$ cat src/rtl/uc_pkg.sv
// Shared definitions for the RV32I multicycle control unit: state encoding,
// opcode values and the datapath mux/ALU select encodings.
// Pure constants and types; no logic, no latency.
package uc_pkg;

  // State values double as the debug 'estado' output, so they are fixed.
  typedef enum logic [6:0] {
    ST_RST         = 7'd0,
    ST_BUSCA       = 7'd1,
    ST_SALVA_INSTR = 7'd2,
    ST_DECODE      = 7'd3,
    ST_EXEC_R      = 7'd4,
    ST_EXEC_I      = 7'd5,
    ST_WB_ALU      = 7'd6,
    ST_ADDR        = 7'd7,
    ST_MEM_READ    = 7'd8,
    ST_MEM_WAIT_S  = 7'd9,
    ST_WB_LOAD     = 7'd10,
    ST_MEM_WRITE   = 7'd11,
    ST_BRANCH      = 7'd12,
    ST_JAL         = 7'd13,
    ST_ERRO        = 7'd127
  } state_e;

  localparam logic [6:0] OP_R      = 7'b0110011;
  localparam logic [6:0] OP_I      = 7'b0010011;
  localparam logic [6:0] OP_LOAD   = 7'b0000011;
  localparam logic [6:0] OP_STORE  = 7'b0100011;
  localparam logic [6:0] OP_BRANCH = 7'b1100011;
  localparam logic [6:0] OP_JAL    = 7'b1101111;

  localparam logic [1:0] SRCA_PC     = 2'd0;
  localparam logic [1:0] SRCA_A      = 2'd1;
  localparam logic [1:0] SRCA_PCOLD  = 2'd2;

  localparam logic [1:0] SRCB_B      = 2'd0;
  localparam logic [1:0] SRCB_4      = 2'd1;
  localparam logic [1:0] SRCB_IMM    = 2'd2;

  localparam logic [1:0] ALUOP_ADD   = 2'd0;
  localparam logic [1:0] ALUOP_SUB   = 2'd1;
  localparam logic [1:0] ALUOP_FUNCT = 2'd2;

  localparam logic [1:0] PCSRC_ALU    = 2'd0;
  localparam logic [1:0] PCSRC_ALUOUT = 2'd1;

  localparam logic [1:0] M2R_ALUOUT  = 2'd0;
  localparam logic [1:0] M2R_MDR     = 2'd1;
  localparam logic [1:0] M2R_PC      = 2'd2;

  localparam int unsigned WAIT_CNT_W = 4;

  // Only BEQ (000) and BNE (001) are implemented among the branches.
  function automatic logic branch_f3_ok(input logic [2:0] f3);
    return (f3[2:1] == 2'b00);
  endfunction

endpackage

$ cat src/rtl/uc_wait_cnt.sv
// Loadable down-counter timing the data-memory read wait.
// Latency: load/decrement take effect on the next clock; done_o is registered state.
// Backpressure: none; the FSM decides when to load and when to count.
// Ports: clk_i, rst_ni (async, active-low), load_i/load_val_i, dec_i, done_o.
module uc_wait_cnt
  import uc_pkg::*;
(
  input  logic                  clk_i,
  input  logic                  rst_ni,
  input  logic                  load_i,
  input  logic [WAIT_CNT_W-1:0] load_val_i,
  input  logic                  dec_i,
  output logic                  done_o
);

  logic [WAIT_CNT_W-1:0] cnt_q, cnt_d;

  always_comb begin
    cnt_d = cnt_q;
    if (load_i) begin
      cnt_d = load_val_i;
    end else if (dec_i && (cnt_q != '0)) begin
      cnt_d = cnt_q - 1'b1;
    end
  end

  always_ff @(posedge clk_i or negedge rst_ni) begin
    if (!rst_ni) begin
      cnt_q <= '0;
    end else begin
      cnt_q <= cnt_d;
    end
  end

  assign done_o = (cnt_q == '0);

endmodule

$ cat src/rtl/uc_multiciclo.sv
// Moore control FSM for the RV32I multicycle datapath (fetch, decode, execute).
// Latency: R/I/store 5 cycles, load 6+MEM_WAIT, branch/JAL 4 (BUSCA to BUSCA).
// Backpressure: none; memory reads stall a fixed MEM_WAIT cycles in MEM_WAIT_S.
// Ports: clock/reset (async, active-low); opcode/funct3/zero from datapath;
//        estado (debug), PC/IR/AB/ALUOut/MDR/regfile/memory enables and mux selects; erro.
module uc_multiciclo
  import uc_pkg::*;
#(
  parameter int unsigned MEM_WAIT = 1
) (
  input  logic       clock,
  input  logic       reset,
  input  logic [6:0] opcode,
  input  logic [2:0] funct3,
  input  logic       zero,
  output logic [6:0] estado,
  output logic       PCWrite,
  output logic       PCWriteCond,
  output logic       BranchNe,
  output logic       LoadIR,
  output logic       LoadPCold,
  output logic       MemRead,
  output logic       MemWrite,
  output logic       LoadMDR,
  output logic       LoadAB,
  output logic       LoadALUOut,
  output logic       RegWrite,
  output logic [1:0] ALUSrcA,
  output logic [1:0] ALUSrcB,
  output logic [1:0] ALUOp,
  output logic [1:0] PCSource,
  output logic [1:0] MemToReg,
  output logic       erro
);

  if (MEM_WAIT > 15) begin : g_bad_mem_wait
    $error("uc_multiciclo: MEM_WAIT must be in 0..15");
  end

  // The counter is preloaded with MEM_WAIT-1 so it reaches zero on the last wait cycle.
  localparam logic [WAIT_CNT_W-1:0] WAIT_LOAD = WAIT_CNT_W'((MEM_WAIT > 0) ? MEM_WAIT - 1 : 0);

  state_e state_q, state_d;
  logic   cnt_load, cnt_dec, cnt_done;

  // The branch decision is taken by the datapath from zero/BranchNe/PCWriteCond.
  logic   unused_zero;
  assign unused_zero = zero;

  uc_wait_cnt u_wait_cnt (
    .clk_i      (clock),
    .rst_ni     (reset),
    .load_i     (cnt_load),
    .load_val_i (WAIT_LOAD),
    .dec_i      (cnt_dec),
    .done_o     (cnt_done)
  );

  always_ff @(posedge clock or negedge reset) begin
    if (!reset) begin
      state_q <= ST_RST;
    end else begin
      state_q <= state_d;
    end
  end

  always_comb begin
    state_d     = state_q;
    cnt_load    = 1'b0;
    cnt_dec     = 1'b0;
    PCWrite     = 1'b0;
    PCWriteCond = 1'b0;
    BranchNe    = 1'b0;
    LoadIR      = 1'b0;
    LoadPCold   = 1'b0;
    MemRead     = 1'b0;
    MemWrite    = 1'b0;
    LoadMDR     = 1'b0;
    LoadAB      = 1'b0;
    LoadALUOut  = 1'b0;
    RegWrite    = 1'b0;
    ALUSrcA     = SRCA_PC;
    ALUSrcB     = SRCB_B;
    ALUOp       = ALUOP_ADD;
    PCSource    = PCSRC_ALU;
    MemToReg    = M2R_ALUOUT;
    erro        = 1'b0;

    unique case (state_q)
      ST_RST: state_d = ST_BUSCA;

      ST_BUSCA: begin
        LoadPCold = 1'b1;
        PCWrite   = 1'b1;
        ALUSrcA   = SRCA_PC;
        ALUSrcB   = SRCB_4;
        ALUOp     = ALUOP_ADD;
        PCSource  = PCSRC_ALU;
        state_d   = ST_SALVA_INSTR;
      end

      ST_SALVA_INSTR: begin
        LoadIR  = 1'b1;
        state_d = ST_DECODE;
      end

      // Branch/jump target is computed speculatively from PCold while A/B load.
      ST_DECODE: begin
        LoadAB     = 1'b1;
        LoadALUOut = 1'b1;
        ALUSrcA    = SRCA_PCOLD;
        ALUSrcB    = SRCB_IMM;
        ALUOp      = ALUOP_ADD;
        unique case (opcode)
          OP_R:              state_d = ST_EXEC_R;
          OP_I:              state_d = ST_EXEC_I;
          OP_LOAD, OP_STORE: state_d = ST_ADDR;
          OP_BRANCH:         state_d = ST_BRANCH;
          OP_JAL:            state_d = ST_JAL;
          default:           state_d = ST_ERRO;
        endcase
      end

      ST_EXEC_R: begin
        ALUSrcA    = SRCA_A;
        ALUSrcB    = SRCB_B;
        ALUOp      = ALUOP_FUNCT;
        LoadALUOut = 1'b1;
        state_d    = ST_WB_ALU;
      end

      ST_EXEC_I: begin
        ALUSrcA    = SRCA_A;
        ALUSrcB    = SRCB_IMM;
        ALUOp      = ALUOP_FUNCT;
        LoadALUOut = 1'b1;
        state_d    = ST_WB_ALU;
      end

      ST_WB_ALU: begin
        RegWrite = 1'b1;
        MemToReg = M2R_ALUOUT;
        state_d  = ST_BUSCA;
      end

      ST_ADDR: begin
        ALUSrcA    = SRCA_A;
        ALUSrcB    = SRCB_IMM;
        ALUOp      = ALUOP_ADD;
        LoadALUOut = 1'b1;
        state_d    = (opcode == OP_LOAD) ? ST_MEM_READ : ST_MEM_WRITE;
      end

      ST_MEM_READ: begin
        MemRead  = 1'b1;
        cnt_load = 1'b1;
        if (MEM_WAIT == 0) begin
          LoadMDR = 1'b1;
          state_d = ST_WB_LOAD;
        end else begin
          state_d = ST_MEM_WAIT_S;
        end
      end

      ST_MEM_WAIT_S: begin
        MemRead = 1'b1;
        if (cnt_done) begin
          LoadMDR = 1'b1;
          state_d = ST_WB_LOAD;
        end else begin
          cnt_dec = 1'b1;
        end
      end

      ST_WB_LOAD: begin
        RegWrite = 1'b1;
        MemToReg = M2R_MDR;
        state_d  = ST_BUSCA;
      end

      ST_MEM_WRITE: begin
        MemWrite = 1'b1;
        state_d  = ST_BUSCA;
      end

      // An unsupported funct3 must not redirect the PC; the unit halts instead.
      ST_BRANCH: begin
        ALUSrcA  = SRCA_A;
        ALUSrcB  = SRCB_B;
        ALUOp    = ALUOP_SUB;
        PCSource = PCSRC_ALUOUT;
        BranchNe = funct3[0];
        if (branch_f3_ok(funct3)) begin
          PCWriteCond = 1'b1;
          state_d     = ST_BUSCA;
        end else begin
          state_d     = ST_ERRO;
        end
      end

      // PC already holds PC+4 from BUSCA, which is the link value for rd.
      ST_JAL: begin
        RegWrite = 1'b1;
        MemToReg = M2R_PC;
        PCWrite  = 1'b1;
        PCSource = PCSRC_ALUOUT;
        state_d  = ST_BUSCA;
      end

      ST_ERRO: begin
        erro    = 1'b1;
        state_d = ST_ERRO;
      end

      default: state_d = ST_ERRO;
    endcase
  end

  assign estado = state_q;

endmodule

$ cat config.mk
export PLATFORM = sky130hd
export DESIGN_NAME = uc_multiciclo
export DESIGN_NICKNAME = d
export VERILOG_FILES = /design/src/rtl/uc_pkg.sv /design/src/rtl/uc_wait_cnt.sv /design/src/rtl/uc_multiciclo.sv
export SDC_FILE = /design/constraint.sdc
export NUM_CORES = 1
export LEC_CHECK = 0
export CORE_UTILIZATION = 44
export CTS_CLUSTER_DIAMETER = 200
export DETAILED_ROUTE_END_ITERATION = 6
export GPL_ROUTABILITY_DRIVEN = 1
export PLACE_DENSITY = 0.86
export RECOVER_POWER = 50
export SYNTH_ARGS = -nofsm -noshare
export SYNTH_HDL_FRONTEND = slang
export SYNTH_HIERARCHICAL = 1
export SYNTH_SLANG_ARGS = --single-unit
$ cat constraint.sdc
create_clock -name clock -period 3.7 [get_ports clock]
set_input_delay 0.37 -clock clock [delete_from_list [all_inputs] [get_ports clock]]
set_output_delay 0.37 -clock clock [all_outputs]
set_load 0.02 [all_outputs]
==> results by group, run 1 <==
Synthesis
  • Largest family of logic cells by synthesized area: simple AND/OR/NAND/NOR gates
  • Seq cells post-synth: 9
  • Cell area after synthesis: 935 µm²
  • Sequential area share after synthesis: 0.241
  • Post-synth cell types: 44
  • Post-synthesis mux area share: 0
  • Synth Area in Simple Gates: 0.428
  • Ys Warns: 6
  • Syn Inst Count: 119
  • Synth Area in Adders: 0.0134
  • Synth Area per Inst: 7.85 µm²
  • Synth Area in Compound Gates: 0.191
  • Synth Area in XOR/XNOR: 0.00937

Power and ir drop
  • Pwr dens: 151 nW/µm²
  • Leakage: 0.443 nW
  • Worst VDD drop: 0.000177 V

Clocking
  • # Post-CTS Setup Buffers: 0
  • Clock Sink Count: 9
  • Clk_lat worst skew: 260 ps
  • CTS tree: done
  • H-tree depth: 1
  • Worst-path clk slew: 60 ps
  • Post-cts sizing count: 0
  • CTS Root Cell: clkbuf_4
  • Hold_buf cts: 0
  • CTS Buf Count: 3
  • Clk buf depth: 2

Routing
  • Average vias per placed instance: 5.55
  • Post-Route WL: 2320 µm
  • Drt pass-1 iters: 4
  • Wire per inst: 12.8 µm
  • DR vias: 1004
  • Initial DRC count: 34
  • DRC: 0
  • Antenna Violating Nets Remaining: 0

Timing
  • Fin crit period: 2670 ps
  • Setup Skew: 1.27 ps
  • Slew @ Worst Pin: 619 ps
  • Rel. slew slack: 0.584
  • Setup TNS Final: 0 ps
  • Finish-stage setup viols: 0
  • RSZ-0062 raised after global routing: no
  • Max Clk Rate: 375 MHz
  • Final Hold Vio Count: 0
  • Period utilization: 0.720
  • Final Max Slew Viols: 0

Global routing
  • Initial antenna violation count: 0
  • First-pass GRT wire length: 3370 µm
  • Vias in the first global route: 785
  • Global route overflow: 0
  • Overall routing resource usage: 0.211
  • Largest net degree at the start of global routing: 22

Placement
  • Number of buffers added on ports: 39
  • Post-DP HPWL: 1750 µm
  • Final GP Congestion: 0.792
  • Placed cell areas: 1300 µm²

Setup path
  • CP arrival: 2300 ps
  • CP startpoint kind: flop
  • Crit Path Max Fanout: 21
  • Crit path required time: 3330 ps
  • Kind of critical path: flop to output pin
  • CP Capture Type: output pin

Floorplan
  • Die area: 2310 µm²
  • Starting Density: 0.472
  • # rows: 16
  • Core Region: 1980 µm²
  • IO Count: 42
  • Die Height: 48.1 µm
  • Chip Width: 48.1 µm

Cells and area
  • Nets: 169
  • P&R area growth vs syn: 40.4%
  • Share of post-route cells with drive strength above 1: 0.0714
  • # fillers: 182
  • Design area: 1310 µm²
  • N_diodes: 0

Flow run
  • Max Cap Viol: 0

Run status
  • Status: finished clean

Hold path
  • Worst min-delay path category: input pin to async pin
-- final timing paths --
check                                     from                  end  slack, ps  depth (start not counted)
max                                  estado[5]               LoadAB       1030                          4
min                                      reset  u_wait_cnt/cnt_q[1]        480                          1
max reg2reg                          estado[0]  u_wait_cnt/cnt_q[1]       1340                          6
min reg2reg                u_wait_cnt/cnt_q[1]  u_wait_cnt/cnt_q[1]        630                          2
max in group asynchronous                reset            estado[3]       2930                          1
min in group clock         u_wait_cnt/cnt_q[1]  u_wait_cnt/cnt_q[1]        630                          2
-- layout make-up --
cell class	instances	area [µm²]	area share
tap	27	33.8	0.0257
timing repair buffer	40	398	0.303
multi-input combinational	95	607	0.462
inverter	6	22.5	0.0172
clock buffer	4	26.3	0.0200
sequential	9	225	0.172
-- critical path: stages, from the launching register on --
cell and delay, ps:
dfrtp_1 580, nand3b_1 360, or3_4 410, inv_1 80
clkdlybuf4s50_1 600
-- state kept, by name, summed over array words and instances (netlist names) --
| signal | flops |
|---|---|
| u_wait_cnt/cnt_q | 4 |
| estado | 5 |
-- where the power goes --
| part | switching, mW | internal, mW | total (mW) |
|---|---|---|---|
| Combinational | 0.0105 | 0.0130 | 0.0235 |
| Clock | 0.0351 | 0.0416 | 0.0767 |
| Sequential | 0 | 0.0984 | 0.0984 |
| Total | 0.0456 | 0.153 | 0.199 |
-- per-stage QoR --
step	total power [mW]	setup WS, ps	utilization	std cells	hold WS [ps]
6_report	0.199	1030	0.662	181	477
5_1_grt	0.210	816	0.662	181	490
4_1_cts	0.202	963	0.669	181	405
3_5_place_dp	0.124	1270	0.655	177	626
3_3_place_gp	0.123	1300	0.655	177	603
2_1_floorplan	0.107	1320	-	123	74.4
-- Yosys cell counts --
library cell,count,area [µm²]
nor4b_2,1,15.0
buf_2,1,5.00
a21o_1,1,7.51
nand3b_4,1,20.0
nand2b_1,6,37.5
or3_1,1,6.26
o21ai_0,2,10.0
nand2_1,6,22.5
dfrtp_1,9,225
buf_4,4,30.0
nor3b_2,1,12.5
xor2_1,1,8.76
clkbuf_1,4,15.0
a31oi_1,4,25.0
nor3_1,11,55.1
inv_1,6,22.5
or3_4,1,11.3
or3b_2,1,8.76
or4_1,2,15.0
o31ai_1,1,7.51
a311o_1,1,10.0
o31a_1,1,8.76
nand3b_1,3,22.5
nor3b_1,4,30.0
and4bb_2,1,12.5
o211ai_2,1,12.5
a21oi_1,7,35.0
nand4bb_1,1,11.3
and4b_1,2,20.0
or2b_1,1,7.51
or2_2,1,6.26
a211oi_1,2,15.0
and2_1,2,12.5
ha_1,1,12.5
clkbuf_2,2,10.0
conb_1,1,3.75
nor4_1,5,31.3
o21a_1,1,7.51
o211ai_1,1,7.51
o21bai_1,3,22.5
a221o_1,1,10.0
nand3_1,1,5.00
buf_6,2,22.5
nor2_1,10,37.5
-- layer usage --
metal / vias to the layer above / wire length (µm) / global-route usage
li1: 498 / - / -
met1: 469 / 1060 / 0.293
met2: 35 / 1130 / 0.319
met3: 2 / 109 / 0.0259
met4: 0 / 10 / 0.117
met5: - / 0 / 0
-- layout by cell type (no fill, tap or decap), types with 5 or more instances in the layout --
cell              n
dfrtp_1           9
conb_1            5
nor2_1           10
nor4_1            5
nand2_1           6
nor3_1           11
a21oi_1           7
nand2b_1          6
inv_1             6
dlygate4sd3_1     9
clkdlybuf4s50_1  30
-- kinds of logic after synthesis --
family / Yosys count
and+or+nand+nor: 62
xor gates and xnor gates: 1
buffers and inverters: 19
adders and majority gates: 1
AOI/OAI and AO/OA: 26
other: 1
DFF: 9
(Power assumes the default switching activity.)
==> inputs of run 2 (changes only) <==
--- a/config.mk
+++ b/config.mk
@@ -5,11 +5,11 @@
 export SDC_FILE = /design/constraint.sdc
 export NUM_CORES = 1
 export LEC_CHECK = 0
-export CORE_UTILIZATION = 44
+export CORE_UTILIZATION = 41
 export CTS_CLUSTER_DIAMETER = 200
 export DETAILED_ROUTE_END_ITERATION = 6
 export GPL_ROUTABILITY_DRIVEN = 1
-export PLACE_DENSITY = 0.86
+export PLACE_DENSITY = 0.81
 export RECOVER_POWER = 50
 export SYNTH_ARGS = -nofsm -noshare
 export SYNTH_HDL_FRONTEND = slang
==> constraint.sdc (replaced) <==
create_clock -name clock -period 2.7 [get_ports clock]
set_input_delay 0.27 -clock clock [delete_from_list [all_inputs] [get_ports clock]]
set_output_delay 0.27 -clock clock [all_outputs]
set_load 0.02 [all_outputs]
==> results by group, run 2 (same netlist as run 1, synthesis figures left out) <==
Run status
  • Status: finished clean

Placement
  • Number of buffers added on ports: 39
  • Post-DP HPWL: 1940 µm
  • Setup slack at placement: 459 ps
  • Placed Cells: 182
  • Final GP Congestion: 0.820
  • Placed cell areas: 1340 µm²

Floorplan
  • Starting Density: 0.458
  • Die Height: 49.7 µm
  • Die area: 2470 µm²
  • # rows: 16
  • IO Count: 42
  • Core Region: 2040 µm²
  • Chip Width: 49.7 µm

Clocking
  • # Post-CTS Setup Buffers: 0
  • Worst-path clk slew: 60 ps
  • Clk_lat worst skew: 260 ps
  • CTS tree: done
  • Clk buf depth: 2
  • H-tree depth: 1
  • CTS Root Cell: clkbuf_4
  • Clock Sink Count: 9
  • CTS Buf Count: 3

Timing
  • Fin crit period: 2460 ps
  • Setup TNS Final: 0 ps
  • Final Max Slew Viols: 0
  • Hold slack: 366 ps
  • Slew @ Worst Pin: 515 ps
  • Rel. slew slack: 0.653
  • Setup slack after layout: 240 ps
  • Setup Skew: 0.630 ps
  • Max Clk Rate: 407 MHz
  • Period utilization: 0.911
  • RSZ-0062 raised after global routing: no
  • Finish-stage setup viols: 0
  • Final Hold Vio Count: 0

Power and ir drop
  • Pwr Total: 0.270 mW
  • Pwr dens: 199 nW/µm²
  • Worst VDD drop: 0.000330 V
  • Leakage: 0.478 nW

Global routing
  • Global route overflow: 0
  • Largest net degree at the start of global routing: 20
  • Initial antenna violation count: 0
  • Vias in the first global route: 945
  • Overall routing resource usage: 0.211
  • First-pass GRT wire length: 4030 µm

Routing
  • DRC: 0
  • DR vias: 1017
  • Initial DRC count: 16
  • Average vias per placed instance: 5.47
  • Post-Route WL: 2380 µm
  • Wire per inst: 12.8 µm
  • Drt pass-1 iters: 4
  • Antenna Violating Nets Remaining: 0

Cells and area
  • N_diodes: 0
  • # fillers: 184
  • Most frequent cells in the layout: clkdlybuf4s50_1, nor3_1, nor2_1
  • P&R area growth vs syn: 45.5%
  • Nets: 174
  • Fin cells: 186
  • Post-layout util: 0.666
  • Sequential cell area: 226 µm²
  • Commonest non-fill, non-tap cell in the layout: clkdlybuf4s50_1
  • Design area: 1360 µm²
  • Multi-input logic area: 619 µm²
  • Share of post-route cells with drive strength above 1: 0.107
  • Max FFs per register: 5

Setup path
  • Slowest CP cell: clkdlybuf4s50_1
  • CP Cell Sequence: inv_1 > ha_1 > nor3b_2 > and4b_1 > clkdlybuf4s50_1
  • Crit path buffers/inverters: 2
  • CP arrival: 2190 ps
  • Kind of critical path: flop to output pin
  • CP startpoint kind: flop
  • R2R depth: 8
  • Crit Path Max Fanout: 7
  • CP Capture Type: output pin
  • Stages on worst setup path: 5
  • Crit path required time: 2430 ps
  • Max stage delay on crit path: 590 ps
  • Delay-heaviest family, CP: buffers and inverters

Hold path
  • Worst min-delay path category: input pin to async pin

Flow run
  • Max Cap Viol: 0
-- run 2: final timing paths --
path	start	end	slack (ps)
max	u_wait_cnt/cnt_q[0]	LoadMDR	240
min	reset	u_wait_cnt/cnt_q[2]	370
max reg2reg	u_wait_cnt/cnt_q[0]	u_wait_cnt/cnt_q[1]	580
min reg2reg	u_wait_cnt/cnt_q[1]	u_wait_cnt/cnt_q[1]	660
max in group asynchronous	reset	estado[2]	2030
min in group clock	u_wait_cnt/cnt_q[1]	u_wait_cnt/cnt_q[1]	660
-- run 2: area by class of cell --
class	instances	share of cell area
Multi-Input combinational cell	95	0.455
Timing Repair Buffer	45	0.317
Sequential cell	9	0.167
Tap cell	27	0.0248
Clock buffer	4	0.0193
Inverter	6	0.0166
-- run 2: what timing repair did --
action,4_1_cts,5_1_grt
hold buffers,0,0
endpoints found under the hold margin,0,0
resized for setup,0,1
setup endpoints to repair,0,2
-- run 2: power breakdown --
part | internal, mW | total [mW] | switching (mW)
Sequential | 0.135 | 0.135 | 0
Clock | 0.0570 | 0.104 | 0.0473
Combinational | 0.0178 | 0.0313 | 0.0135
Total | 0.210 | 0.270 | 0.0608
-- run 2: routing by layer --
layer	part of all wire	vias up	wire length (µm)	global-route usage
met2	0.54	23	1280	0.383
li1	-	508	-	-
met3	0.043	0	102	0.0494
met1	0.42	486	994	0.245
met4	0	0	0	0.0524
met5	0	-	0	0
==> inputs of run 3 (changes only) <==
--- a/config.mk
+++ b/config.mk
@@ -11,6 +11,7 @@
 export GPL_ROUTABILITY_DRIVEN = 1
 export PLACE_DENSITY = 0.81
 export RECOVER_POWER = 50
+export SKIP_CTS_REPAIR_TIMING = 1
 export SYNTH_ARGS = -nofsm -noshare
 export SYNTH_HDL_FRONTEND = slang
 export SYNTH_HIERARCHICAL = 1
==> results of run 3 <==
Same layout as run 2: the final DEF is identical, and so are final timing and power.
